### config.mk
export PLATFORM = sky130hd
export DESIGN_NAME = fetch_stage
export DESIGN_NICKNAME = d
export VERILOG_FILES = /design/src/rtl/fetch_pkg.sv /design/src/rtl/fetch_ifid_reg.sv /design/src/rtl/fetch_stage.sv
export SDC_FILE = /design/constraint.sdc
export NUM_CORES = 1
export LEC_CHECK = 0
export CORE_AREA = 2 2 62 122
export CTS_CLUSTER_SIZE = 28
export DETAILED_ROUTE_END_ITERATION = 8
export DIE_AREA = 0 0 64 124
export PLACE_DENSITY = 0.77
export SLEW_MARGIN = 10
export SYNTH_ARGS = -nofsm -noshare
export SYNTH_HDL_FRONTEND = slang
export SYNTH_SLANG_ARGS = --single-unit
### constraint.sdc
create_clock -name clk -period 2.6 [get_ports clk]
set_clock_uncertainty 0.15 [all_clocks]
set_input_delay 0.26 -clock clk [delete_from_list [all_inputs] [get_ports clk]]
set_output_delay 0.26 -clock clk [all_outputs]
set_load 0.01 [all_outputs]
### src/rtl/fetch_pkg.sv
// Shared constants and types for the fetch stage: instruction encodings,
// fixed vectors, opcode values shared with the decoder, and the per-cycle action.
package fetch_pkg;

    localparam logic [15:0] NOP_INSTR  = 16'h0800;
    localparam logic [15:0] RESET_VEC  = 16'h0000;
    localparam logic [15:0] SIIC_VEC   = 16'h0002;

    // Opcodes live in instr[15:11]; NOP_INSTR decodes to OP_NOP.
    localparam logic [4:0] OP_HALT = 5'b00000;
    localparam logic [4:0] OP_NOP  = 5'b00001;
    localparam logic [4:0] OP_SIIC = 5'b00010;
    localparam logic [4:0] OP_RTI  = 5'b00011;

    typedef enum logic [2:0] {
        ACT_HALTED,
        ACT_REDIRECT,
        ACT_SIIC,
        ACT_RTI,
        ACT_HALT,
        ACT_STALL,
        ACT_IMEM_STALL,
        ACT_NORMAL
    } fetch_action_t;

    function automatic logic [15:0] pc_inc(input logic [15:0] pc);
        return pc + 16'd2;
    endfunction

endpackage

### src/rtl/fetch_ifid_reg.sv
// IF/ID pipeline register. A bubble replaces the instruction with a NOP and
// clears valid while leaving pc_plus2 untouched.
module ifid_reg
    import fetch_pkg::*;
(
    input  logic        clk,
    input  logic        rst,
    input  logic        we,
    input  logic        bubble,
    input  logic [15:0] next_instr,
    input  logic [15:0] next_pc_plus2,
    output logic [15:0] instr,
    output logic [15:0] pc_plus2,
    output logic        valid
);

    always_ff @(posedge clk or posedge rst) begin
        if (rst) begin
            instr    <= NOP_INSTR;
            pc_plus2 <= RESET_VEC;
            valid    <= 1'b0;
        end else if (we) begin
            if (bubble) begin
                instr <= NOP_INSTR;
                valid <= 1'b0;
            end else begin
                instr    <= next_instr;
                pc_plus2 <= next_pc_plus2;
                valid    <= 1'b1;
            end
        end
    end

endmodule

### src/rtl/fetch_stage.sv
// Instruction fetch: owns the PC, exception PC and halt flag, and resolves
// the per-cycle priority between halt, redirect, traps, stalls and normal fetch.
module fetch_stage
    import fetch_pkg::*;
(
    input  logic        clk,
    input  logic        rst,
    output logic [15:0] imem_addr,
    input  logic [15:0] imem_data,
    input  logic        imem_stall,
    input  logic        stall,
    input  logic        redirect,
    input  logic [15:0] redirect_pc,
    input  logic        siic,
    input  logic        rti,
    input  logic        halt_dec,
    output logic [15:0] ifid_instr,
    output logic [15:0] ifid_pc_plus2,
    output logic        ifid_valid,
    output logic [15:0] epc,
    output logic        halted
);

    logic [15:0]   pc;
    logic [15:0]   pc_next;
    logic          pc_we;
    logic          ifid_we;
    logic          ifid_bubble;
    logic          epc_we;
    logic          halt_set;
    fetch_action_t action;

    assign imem_addr = pc;

    // Priority order matters: a redirect squashes any trap or halt in decode.
    always_comb begin
        if (halted)          action = ACT_HALTED;
        else if (redirect)   action = ACT_REDIRECT;
        else if (siic)       action = ACT_SIIC;
        else if (rti)        action = ACT_RTI;
        else if (halt_dec)   action = ACT_HALT;
        else if (stall)      action = ACT_STALL;
        else if (imem_stall) action = ACT_IMEM_STALL;
        else                 action = ACT_NORMAL;
    end

    always_comb begin
        pc_next     = pc;
        pc_we       = 1'b0;
        ifid_we     = 1'b0;
        ifid_bubble = 1'b0;
        epc_we      = 1'b0;
        halt_set    = 1'b0;
        case (action)
            ACT_HALTED: ;
            ACT_REDIRECT: begin
                pc_next     = redirect_pc;
                pc_we       = 1'b1;
                ifid_we     = 1'b1;
                ifid_bubble = 1'b1;
            end
            ACT_SIIC: begin
                pc_next     = SIIC_VEC;
                pc_we       = 1'b1;
                epc_we      = 1'b1;
                ifid_we     = 1'b1;
                ifid_bubble = 1'b1;
            end
            ACT_RTI: begin
                pc_next     = epc;
                pc_we       = 1'b1;
                ifid_we     = 1'b1;
                ifid_bubble = 1'b1;
            end
            ACT_HALT: begin
                halt_set    = 1'b1;
                ifid_we     = 1'b1;
                ifid_bubble = 1'b1;
            end
            ACT_STALL: ;
            ACT_IMEM_STALL: begin
                ifid_we     = 1'b1;
                ifid_bubble = 1'b1;
            end
            default: begin
                pc_next = pc_inc(pc);
                pc_we   = 1'b1;
                ifid_we = 1'b1;
            end
        endcase
    end

    always_ff @(posedge clk or posedge rst) begin
        if (rst) begin
            pc     <= RESET_VEC;
            epc    <= RESET_VEC;
            halted <= 1'b0;
        end else begin
            if (pc_we)    pc     <= pc_next;
            if (epc_we)   epc    <= ifid_pc_plus2;
            if (halt_set) halted <= 1'b1;
        end
    end

    ifid_reg u_ifid (
        .clk          (clk),
        .rst          (rst),
        .we           (ifid_we),
        .bubble       (ifid_bubble),
        .next_instr   (imem_data),
        .next_pc_plus2(pc_inc(pc)),
        .instr        (ifid_instr),
        .pc_plus2     (ifid_pc_plus2),
        .valid        (ifid_valid)
    );

endmodule

==> results.sh, run 1 <==
export IMPL_outcome="finished clean"
export IMPL_ir_drop_uv=464
export IMPL_n_antenna_cell=0
export IMPL_cts_clk_slew_worst_paths_ns=0.05
export IMPL_dr_first_iter_drc_count=169
export IMPL_drv_slew=0
export IMPL_rsz0062_at_grt="no"
export IMPL_totalPowerFinal_uw=3510
export IMPL_syn_area_sq_um=3070
export IMPL_switchingPower_uw=1040
export IMPL_synth_fp_nets=322
export IMPL_post_cts_resized=0
export IMPL_synth_async_sr_flop_share_pct=100
export IMPL_clock_latency_ns=0.33
export IMPL_synth_most_common_cell="dfrtp_1"
export IMPL_dieArea_sq_um=7940
export IMPL_crit_path_frequent_cell="or3_4"
export IMPL_cp_data_required_time_ns=2.69
export IMPL_grt_use_total_pct=22.3
export IMPL_max_freq_mhz=464
export IMPL_cts_path_max_buffers=2
export IMPL_via_count=2648
export IMPL_synthTopCellsByCount="dfrtp_1, nand2_1, a22o_1"
export IMPL_drt_first_pass_iters=5
export IMPL_period_share_pct=82.8
export IMPL_synth_area_top_cells="dfrtp_1, mux2_2, a22o_1"
export IMPL_cts_buffers=9
export IMPL_finalSetupViolCount=0
export IMPL_synth_top_area_share_pct=52.9
export IMPL_fillers=533
export IMPL_crit_path_max_incr_delay_ns=0.55
export IMPL_drive_above_1_share_pct=11.8
export IMPL_cap_violations=0
export IMPL_cts_tree="done"
export IMPL_wl_per_cell_microns=17.3
export IMPL_io_pin_count=106
export IMPL_drc_errors=0
export IMPL_std_cell_rows=43
export IMPL_cts_root_buf="clkbuf_16"
export IMPL_switching_share_pct=29.6
export IMPL_yosysTopAreaCell="dfrtp_1"
export IMPL_synth_flop_cell="dfrtp_1"
export IMPL_cp_start_kind="input port"
export IMPL_place_congestion=0.864
export IMPL_crit_fanout=37
export IMPL_grt_overflow_total=0
export IMPL_hpwl_microns=5780
export IMPL_ys_warn_count=0
export IMPL_ant_nets=0
export IMPL_cp_end_kind="flip-flop"
export IMPL_worst_slew_pin_slew_ns=0.795
export IMPL_io_buffers=105
export IMPL_core_sq_um=6940
export IMPL_cpMaxStageDelayCell="or3_4"
export IMPL_syn_instance_count=281
export IMPL_finalNetCount=425
export IMPL_hold_buffers=0
export IMPL_area_delta_synth_final_pct=46.0
export IMPL_cts_sinks=66
export IMPL_die_x_microns=64
export IMPL_synth_edf_count=0
export IMPL_die_h_microns=124
export IMPL_power_density_nw_per_um2=782
export IMPL_clkPwrFrac_pct=32.4
export IMPL_ys_ff_latch=66
export IMPL_wl_microns=8300
export IMPL_post_drt_via_cell_ratio=5.53
export IMPL_post_cts_setup_buffer_count=0
export IMPL_setup_tns_final_ns=0
export IMPL_p_int_uw=2470
export IMPL_grt_max_degree=67
export IMPL_yosysSeqAreaShare_pct=53.8
export IMPL_critical_path_class="in2reg"
export IMPL_slew_headroom_pct=46.9
export IMPL_crit_arrival_ns=2.25
export IMPL_syn_avg_cell_area_sq_um=10.9
export IMPL_pwr_share_comb_pct=25.6
export IMPL_pwr_share_seq_pct=42.0
export IMPL_hold_violations=0
export IMPL_path_cells="clkdlybuf4s50_1 > or3_4 > or3_4 > or3_1 > o211ai_1"
export IMPL_htree_levels=3
export IMPL_synth_cell_types=44
export IMPL_p_leak_uw=0.00194
export IMPL_rrSetupSlack_ns=0.61
export IMPL_min_period_ns=2.15
export IMPL_hold_path_class="in2async"
export IMPL_initial_core_util_pct=44.3
export IMPL_grt_pass1_vias=2763
export IMPL_antenna_found_initial=0
export IMPL_grt_pass1_wl_microns=13500
## cell type report
| class | instances | area (sq um) | share of cell area (%) |
|---|---|---|---|
| clock inverter | 2 | 10.0 | 0.223 |
| inverter | 12 | 45.0 | 1.00 |
| multi-input combinational | 182 | 1270 | 28.3 |
| clock buffer | 14 | 274 | 6.10 |
| tap | 90 | 113 | 2.51 |
| sequential | 66 | 1650 | 36.8 |
| timing repair buffer | 113 | 1120 | 25.0 |
## layout by cell type (no fill, tap or decap), types with 5 or more instances in the layout
| master | synthesis | final |
|---|---|---|
| a21oi_1 | 13 | 13 |
| a22o_1 | 20 | 20 |
| a22oi_1 | 8 | 8 |
| buf_4 | 2 | 7 |
| clkbuf_16 | 0 | 9 |
| clkdlybuf4s50_1 | 0 | 105 |
| dfrtp_1 | 65 | 65 |
| inv_1 | 12 | 11 |
| mux2_2 | 16 | 16 |
| nand2_1 | 26 | 26 |
| nand3_1 | 5 | 5 |
| nand4_1 | 7 | 7 |
| nor2_1 | 6 | 6 |
| nor3_1 | 5 | 5 |
| o21ai_0 | 19 | 19 |
| o31a_1 | 5 | 5 |
| xnor2_1 | 8 | 8 |
## power groups by stage
stage / Combinational, uW / Sequential (uW) / Clock, uW
final: 899 / 1470 / 1140
after global routing: 978 / 1500 / 1210
after CTS: 909 / 1470 / 1150
after detailed placement: 898 / 1480 / 0
after global placement: 886 / 1470 / 0
after floorplan: 365 / 1480 / 0
## critical path, delay by kind of cell
family / cells / cell delay (ns)
AOI/OAI and AO/OA: 1 / 0.10
and+or+nand+nor: 3 / 1.39
buffers and inverters: 1 / 0.49
## sequential cells by signal, summed over array words and instances (netlist names)
name	cells
epc	16
imem_addr	16
u_ifid.instr	16
u_ifid.pc_plus2	16
halted	1
u_ifid.valid	1
## stage by stage
stage / utilization, % / hold slack, ns / setup slack, ns / std cells / area (sq um)
final: 64.7 / 0.154 / 0.447 / 479 / 4490
after global placement: 60.6 / 0.298 / 0.165 / 463 / 4210
after detailed placement: 60.6 / 0.314 / 0.120 / 463 / 4210
after global routing: 64.7 / 0.200 / 0.399 / 479 / 4490
after CTS: 64.7 / 0.187 / 0.460 / 479 / 4490
after floorplan: - / 0.227 / 0.537 / 281 / 3070
## path summary, 6_finish.rpt
kind,startpoint,endpoint,depth (start not counted)
min in group clk,u_ifid.instr[11],u_ifid.instr[11],2
hold reg to reg,u_ifid.instr[11],u_ifid.instr[11],2
max in group asynchronous,rst,u_ifid.instr[11],3
hold / removal,rst,epc[15],3
setup reg to reg,imem_addr[1],imem_addr[11],5
setup / recovery,siic,imem_addr[7],5
## cells by family after synthesis
| kind of cell | Yosys count | share of synthesized area [%] |
|---|---|---|
| flops | 66 | 53.8 |
| buf+inv | 33 | 5.09 |
| fa+ha+maj | 1 | 0.407 |
| xor+xnor | 12 | 3.42 |
| simple gates | 69 | 12.5 |
| compound gates | 84 | 19.0 |
| mux | 16 | 5.86 |
## layer usage
metal  part of all wire, %  global-route usage, %
met1                    38                   25.6
met3                   4.7                   3.97
met4                   3.8                   14.1
met5                     0                      0
met2                    53                   38.0
No activity file was read; power rests on OpenSTA's default activity.
==> run 2: changes to the inputs <==
--- a/config.mk
+++ b/config.mk
@@ -5,11 +5,11 @@
 export SDC_FILE = /design/constraint.sdc
 export NUM_CORES = 1
 export LEC_CHECK = 0
-export CORE_AREA = 2 2 62 122
+export CORE_AREA = 2 2 65 128
 export CTS_CLUSTER_SIZE = 28
 export DETAILED_ROUTE_END_ITERATION = 8
-export DIE_AREA = 0 0 64 124
-export PLACE_DENSITY = 0.77
+export DIE_AREA = 0 0 67 130
+export PLACE_DENSITY = 0.73
 export SLEW_MARGIN = 10
 export SYNTH_ARGS = -nofsm -noshare
 export SYNTH_HDL_FRONTEND = slang
==> constraint.sdc (replaced) <==
create_clock -name clk -period 1.8 [get_ports clk]
set_clock_uncertainty 0.15 [all_clocks]
set_input_delay 0.18 -clock clk [delete_from_list [all_inputs] [get_ports clk]]
set_output_delay 0.18 -clock clk [all_outputs]
set_load 0.01 [all_outputs]
==> run 2 against run 1 <==
Effect of this change:
- wire length is 6.1% higher
- register-to-register slack worse by 0.55 ns
- flip-flop and latch count stayed put
- combinational power is 86% higher
- sequential power is 37% higher
- final area is 8.0% higher
- first-iteration DRC count is 7.7% higher
- largest power group unchanged
- worst setup slack worse by 0.40 ns
==> results.sh, run 2 (same netlist as run 1, synthesis figures left out) <==
export IMPL_outcome="finished clean"
export IMPL_die_x_microns=67
export IMPL_wl_microns=8810
export IMPL_cp_end_kind="primary output"
export IMPL_cpMaxStageDelayCell="clkdlybuf4s50_1"
export IMPL_crit_path_max_incr_delay_ns=0.53
export IMPL_multi_input_area_sq_um=1340
export IMPL_initial_core_util_pct=39.3
export IMPL_grt_pass1_wl_microns=13900
export IMPL_die_h_microns=130
export IMPL_finalNetCount=463
export IMPL_slew_headroom_pct=58.0
export IMPL_antenna_found_initial=0
export IMPL_io_buffers=105
export IMPL_finalInstanceArea_sq_um=4850
export IMPL_core_sq_um=7830
export IMPL_cts_root_buf="clkbuf_16"
export IMPL_critical_path_class="reg2out"
export IMPL_grt_overflow_total=0
export IMPL_p_int_uw=3650
export IMPL_path_cells="buf_4 > clkdlybuf4s50_1"
export IMPL_layout_common_cells="clkdlybuf4s50_1, dfrtp_1, buf_4, nand2_1, a22o_1"
export IMPL_setup_tns_final_ns=0
export IMPL_place_congestion=0.840
export IMPL_postPlaceCellArea_sq_um=4510
export IMPL_switching_share_pct=29.8
export IMPL_fillers=649
export IMPL_crit_fanout=5
export IMPL_grt_pass1_vias=2849
export IMPL_cp_data_required_time_ns=1.47
export IMPL_final_common_cell="clkdlybuf4s50_1"
export IMPL_crit_start="imem_addr[4]"
export IMPL_cts_tree="done"
export IMPL_cp_start_kind="flip-flop"
export IMPL_clkPwrFrac_pct=29.0
export IMPL_hold_path_class="in2async"
export IMPL_cts_clk_slew_worst_paths_ns=0.05
export IMPL_cts_sinks=66
export IMPL_period_share_pct=97.7
export IMPL_clock_latency_ns=0.33
export IMPL_area_delta_synth_final_pct=57.7
export IMPL_wl_per_cell_microns=16.9
export IMPL_ir_drop_uv=668
export IMPL_crit_arrival_ns=1.43
export IMPL_max_freq_mhz=569
export IMPL_switchingPower_uw=1550
export IMPL_cts_buffers=9
export IMPL_std_cell_rows=46
export IMPL_rsz0062_at_grt="yes"
export IMPL_drive_above_1_share_pct=21.8
export IMPL_io_pin_count=106
export IMPL_dieArea_sq_um=8710
export IMPL_htree_levels=3
export IMPL_rrSetupSlack_ns=0.06
export IMPL_hold_violations=0
export IMPL_worst_slew_pin_slew_ns=0.627
export IMPL_min_period_ns=1.76
export IMPL_dr_first_iter_drc_count=182
export IMPL_p_leak_uw=0.00215
export IMPL_grt_max_degree=25
export IMPL_power_density_nw_per_um2=1070
export IMPL_seqCellArea_sq_um=1650
export IMPL_grt_use_total_pct=21.1
export IMPL_finalSetupViolCount=0
export IMPL_hpwl_microns=6250
export IMPL_post_drt_via_cell_ratio=5.32
export IMPL_drc_errors=0
export IMPL_via_count=2778
export IMPL_drv_slew=0
export IMPL_cts_path_max_buffers=2
export IMPL_n_antenna_cell=0
export IMPL_ant_nets=0
export IMPL_drt_first_pass_iters=4
export IMPL_pwr_share_seq_pct=38.9
export IMPL_cap_violations=0
export IMPL_r2r_start="halted"
export IMPL_pwr_share_comb_pct=32.1
run 2: cell count changes in the layout (fill, tap and decap cells not counted), sizes merged, moves of 2 or more:
cell and change:
clkbuf -3, clkinv +2, clkdlybuf4s50 -7, dlymetal6s2s +2
buf +37, dlygate4sd2 +5
run 2: what timing repair did:
| action | in CTS | in global routing |
|---|---|---|
| gates resized for setup | 10 | 16 |
| hold buffers | 0 | 0 |
| pin swaps | 5 | 8 |
| setup endpoints to repair | 17 | 28 |
| buffers inserted | 0 | 2 |
| cloned | 1 | 0 |
run 2: through the flow:
stage	hold slack, ns	setup slack [ns]	power, uW	std cells	util, %
5_1_grt	0.0976	-0.0309	5480	522	61.9
6_report	0.0668	0.0420	5200	522	61.9
4_1_cts	0.0760	0.00757	5210	520	61.2
2_1_floorplan	0.147	0.0213	2670	281	-
3_3_place_gp	0.303	-0.435	3630	504	57.6
3_5_place_dp	0.316	-0.484	3660	504	57.6
run 2: area by class of cell:
type	count	share of cell area, %
sequential	66	34.1
tap	96	2.48
timing repair buffer	150	29.6
clock buffer	11	4.80
inverter	12	1.01
clock inverter	4	0.413
multi-input combinational	183	27.5
run 2: path summary, 6_finish.rpt:
path | to | depth (start not counted)
setup / recovery | imem_addr[4] | 2
hold / removal | u_ifid.instr[8] | 2
setup reg to reg | imem_addr[6] | 4
hold reg to reg | u_ifid.instr[11] | 2
max in group asynchronous | u_ifid.instr[11] | 3
min in group clk | halted | 3
run 2: worst max-delay path, delay by kind of cell, from the launching register on:
family | cells | cell delay [ns]
flip-flops | 1 | 0.41
buffers and inverters | 2 | 0.69
run 2: metal layers:
layer	share of wire, %	track usage, %	routed length (microns)
met4	1.5	8.76	131
met2	50	34.7	4390
met5	0	0	0
met1	42	26.7	3680
met3	6.8	4.05	603
run 2: power groups by stage:
stage	sequential [uW]	combinational [uW]	clock, uW
6_report	2020	1670	1510
5_1_grt	2060	1790	1620
4_1_cts	2010	1650	1540
3_5_place_dp	2030	1630	0
3_3_place_gp	2020	1610	0
2_1_floorplan	2140	532	0
==> run 3: changes to the inputs <==
--- a/config.mk
+++ b/config.mk
@@ -5,12 +5,13 @@
 export SDC_FILE = /design/constraint.sdc
 export NUM_CORES = 1
 export LEC_CHECK = 0
-export CORE_AREA = 2 2 65 128
+export CORE_AREA = 2 2 66 130
 export CTS_CLUSTER_SIZE = 28
 export DETAILED_ROUTE_END_ITERATION = 8
-export DIE_AREA = 0 0 67 130
-export PLACE_DENSITY = 0.73
+export DIE_AREA = 0 0 68 132
+export PLACE_DENSITY = 0.74
 export SLEW_MARGIN = 10
 export SYNTH_ARGS = -nofsm -noshare
 export SYNTH_HDL_FRONTEND = slang
+export SYNTH_HIERARCHICAL = 1
 export SYNTH_SLANG_ARGS = --single-unit
==> run 3 against run 2 <==
Effect of this change:
- synthesized cell count down 3.6%
- final area up 6.5%
- count of clock-buffer cells in the layout is 1 lower
- first-iteration DRC count decreased by 0.55%
- clock power grew 8%
- critical endpoint is now u_ifid/pc_plus2[13]
- largest power group is now combinational cells
- highest routed layer unchanged
- sequential power rose by 39%
==> results.sh, run 3 <==
export IMPL_ys_ff_latch=66
export IMPL_post_drt_via_cell_ratio=5.44
export IMPL_outcome="finished clean"
export IMPL_seqCellArea_sq_um=1660
export IMPL_place_congestion=0.872
export IMPL_ant_nets=0
export IMPL_synth_cell_types=51
export IMPL_grt_use_total_pct=23.2
export IMPL_synth_area_top_cells="dfrtp_1, mux2_4, mux2_2"
export IMPL_htree_levels=3
export IMPL_yosysTopAreaCell="dfrtp_1"
export IMPL_cts_buffers=9
export IMPL_drive_above_1_share_pct=30.6
export IMPL_layout_common_cells="clkdlybuf4s50_1, dfrtp_1, buf_4, mux2_2, a22o_1"
export IMPL_synth_top_area_share_pct=50.1
export IMPL_area_delta_synth_final_pct=58.9
export IMPL_hold_path_class="in2async"
export IMPL_cts_root_buf="clkbuf_16"
export IMPL_cts_clk_slew_worst_paths_ns=0.06
export IMPL_finalNetCount=474
export IMPL_dieArea_sq_um=8980
export IMPL_grt_max_degree=34
export IMPL_p_leak_uw=0.00221
export IMPL_yosysSeqAreaShare_pct=50.9
export IMPL_rrSetupSlack_ns=0.004
export IMPL_r2r_start="imem_addr[1]"
export IMPL_syn_instance_count=271
export IMPL_clock_latency_ns=0.34
export IMPL_synth_flop_cell="dfrtp_1"
export IMPL_slew_headroom_pct=68.2
export IMPL_worst_slew_pin_slew_ns=0.476
export IMPL_power_density_nw_per_um2=1610
export IMPL_multi_input_area_sq_um=1520
export IMPL_std_cell_rows=46
export IMPL_n_antenna_cell=0
export IMPL_antenna_found_initial=0
export IMPL_synth_most_common_cell="dfrtp_1"
export IMPL_drt_first_pass_iters=4
export IMPL_ir_drop_uv=995
export IMPL_hpwl_microns=7370
export IMPL_ys_warn_count=6
export IMPL_synthTopCellsByCount="dfrtp_1, mux2_2, a22o_1"
export IMPL_setup_ws_ns=0.00420
export IMPL_clkPwrFrac_pct=19.6
export IMPL_synth_async_sr_flop_share_pct=100
export IMPL_period_share_pct=99.8
export IMPL_postPlaceCellArea_sq_um=4830
export IMPL_via_count=2905
export IMPL_cp_data_required_time_ns=1.87
export IMPL_wl_microns=9860
export IMPL_p_int_uw=5580
export IMPL_grt_pass1_wl_microns=15400
export IMPL_switchingPower_uw=2720
export IMPL_drc_errors=0
export IMPL_io_pin_count=106
export IMPL_cp_start_kind="flip-flop"
export IMPL_die_x_microns=68
export IMPL_crit_fanout=4
export IMPL_fillers=637
export IMPL_switching_share_pct=32.8
export IMPL_pwr_share_comb_pct=46.7
export IMPL_core_sq_um=7940
export IMPL_dr_first_iter_drc_count=181
export IMPL_final_common_cell="clkdlybuf4s50_1"
export IMPL_r2r_end="u_ifid/pc_plus2[13]"
export IMPL_initial_core_util_pct=40.9
export IMPL_synth_edf_count=0
export IMPL_cts_tree="done"
export IMPL_max_freq_mhz=557
export IMPL_min_period_ns=1.80
export IMPL_synth_fp_nets=312
export IMPL_critical_path_class="reg2reg"
export IMPL_syn_avg_cell_area_sq_um=12.0
export IMPL_cp_end_kind="flip-flop"
export IMPL_grt_overflow_total=0
export IMPL_cts_sinks=66
export IMPL_hold_buffers=0
export IMPL_die_h_microns=132
export IMPL_reg2reg_depth=6
export IMPL_cap_violations=0
export IMPL_io_buffers=105
export IMPL_hold_violations=0
export IMPL_pwr_share_seq_pct=33.7
export IMPL_rsz0062_at_grt="yes"
export IMPL_finalInstanceArea_sq_um=5160
export IMPL_wl_per_cell_microns=18.5
export IMPL_grt_pass1_vias=3095
export IMPL_dp_slack_ns=-0.437
export IMPL_crit_arrival_ns=1.86
export IMPL_drv_slew=0
export IMPL_cts_path_max_buffers=2
export IMPL_syn_area_sq_um=3250
export IMPL_finalSetupViolCount=0
-- run 3: changes by cell type in the layout (fill, tap and decap cells not counted), sizes merged, moves of 5 or more --
cell	change
a22oi	-6
nand2	-15
a22o	-5
nand2b	+9
buf	+17
a31oi	+6
o31a	-5
mux2	+16
nand4	-5
o21ai	-12
a221oi	+6
-- run 3: critical path: stages, from the launching register on --
cell and delay [ns]:
dfrtp_2 0.40, ha_4 0.16, nand3_4 0.11, nor4_1 0.34
buf_4 0.19, xor2_1 0.07, mux2_4 0.26
-- run 3: kinds of logic (layout without fill, tap and decap cells) --
group                    after synthesis  in the layout  share of synthesized area [%]
AO/OA/AOI/OAI                         79             79                           18.0
buffers and inverters                 26            193                           4.43
multiplexers                          32             32                           12.7
AND/OR/NAND/NOR                       56             56                           10.7
flip-flops                            66             66                           50.9
adder cells (fa/ha/maj)                1              1                          0.385
XOR/XNOR                              11             11                           2.97
-- run 3: how the worst max path moves through the flow --
stage | start | end | slack (ns) | cells past startpoint
floorplan | halted | u_ifid/pc_plus2[10] | -0.06 | 7
global placement | rti | u_ifid/pc_plus2[8] | -0.41 | 6
detailed placement | rti | u_ifid/pc_plus2[8] | -0.44 | 6
CTS | imem_addr[1] | u_ifid/pc_plus2[15] | -0.01 | 5
global route | imem_addr[1] | u_ifid/pc_plus2[15] | -0.02 | 5
finish | imem_addr[1] | u_ifid/pc_plus2[13] | 0.004 | 6
-- run 3: routing by layer --
layer / up-vias / global-route usage [%] / wire length (microns)
li1: 1335 / - / -
met1: 1436 / 24.0 / 3440
met2: 101 / 40.8 / 5460
met3: 33 / 4.78 / 495
met4: 0 / 13.3 / 456
met5: - / 0 / 0
-- run 3: per-stage QoR --
| stage | std cells | setup TNS [ns] | hold WS (ns) | power (uW) | utilization (%) |
|---|---|---|---|---|---|
| after floorplan | 271 | -0.823 | 0.118 | 4360 | - |
| final | 534 | 0 | 0.000937 | 8300 | 65.0 |
| after CTS | 534 | -0.0122 | 0.0116 | 8300 | 64.6 |
| after global placement | 515 | -21.00 | 0.312 | 6530 | 60.8 |
| after global routing | 534 | -0.0324 | 0.0405 | 8710 | 65.0 |
| after detailed placement | 515 | -22.13 | 0.322 | 6610 | 60.8 |
-- run 3: power by group through the flow --
stage	combinational [uW]	clock, uW	sequential [uW]
finish	3870	1630	2800
floorplan	1240	0	3120
detailed placement	3820	0	2790
global route	4120	1700	2890
global placement	3760	0	2770
CTS	3880	1640	2780
-- run 3: repair_timing --
| item | CTS | global route |
|---|---|---|
| endpoints found under the hold margin | 0 | 0 |
| pin swaps | 1 | 0 |
| resized for setup | 5 | 6 |
| endpoints found under the setup margin | 37 | 12 |
| buffers inserted | 3 | 0 |
-- run 3: cell type report --
type | count | area share, %
tap | 96 | 2.33
multi-input combinational | 179 | 29.5
timing repair buffer | 167 | 29.9
clock buffer | 10 | 4.63
clock inverter | 6 | 0.824
inverter | 10 | 0.727
sequential | 66 | 32.1
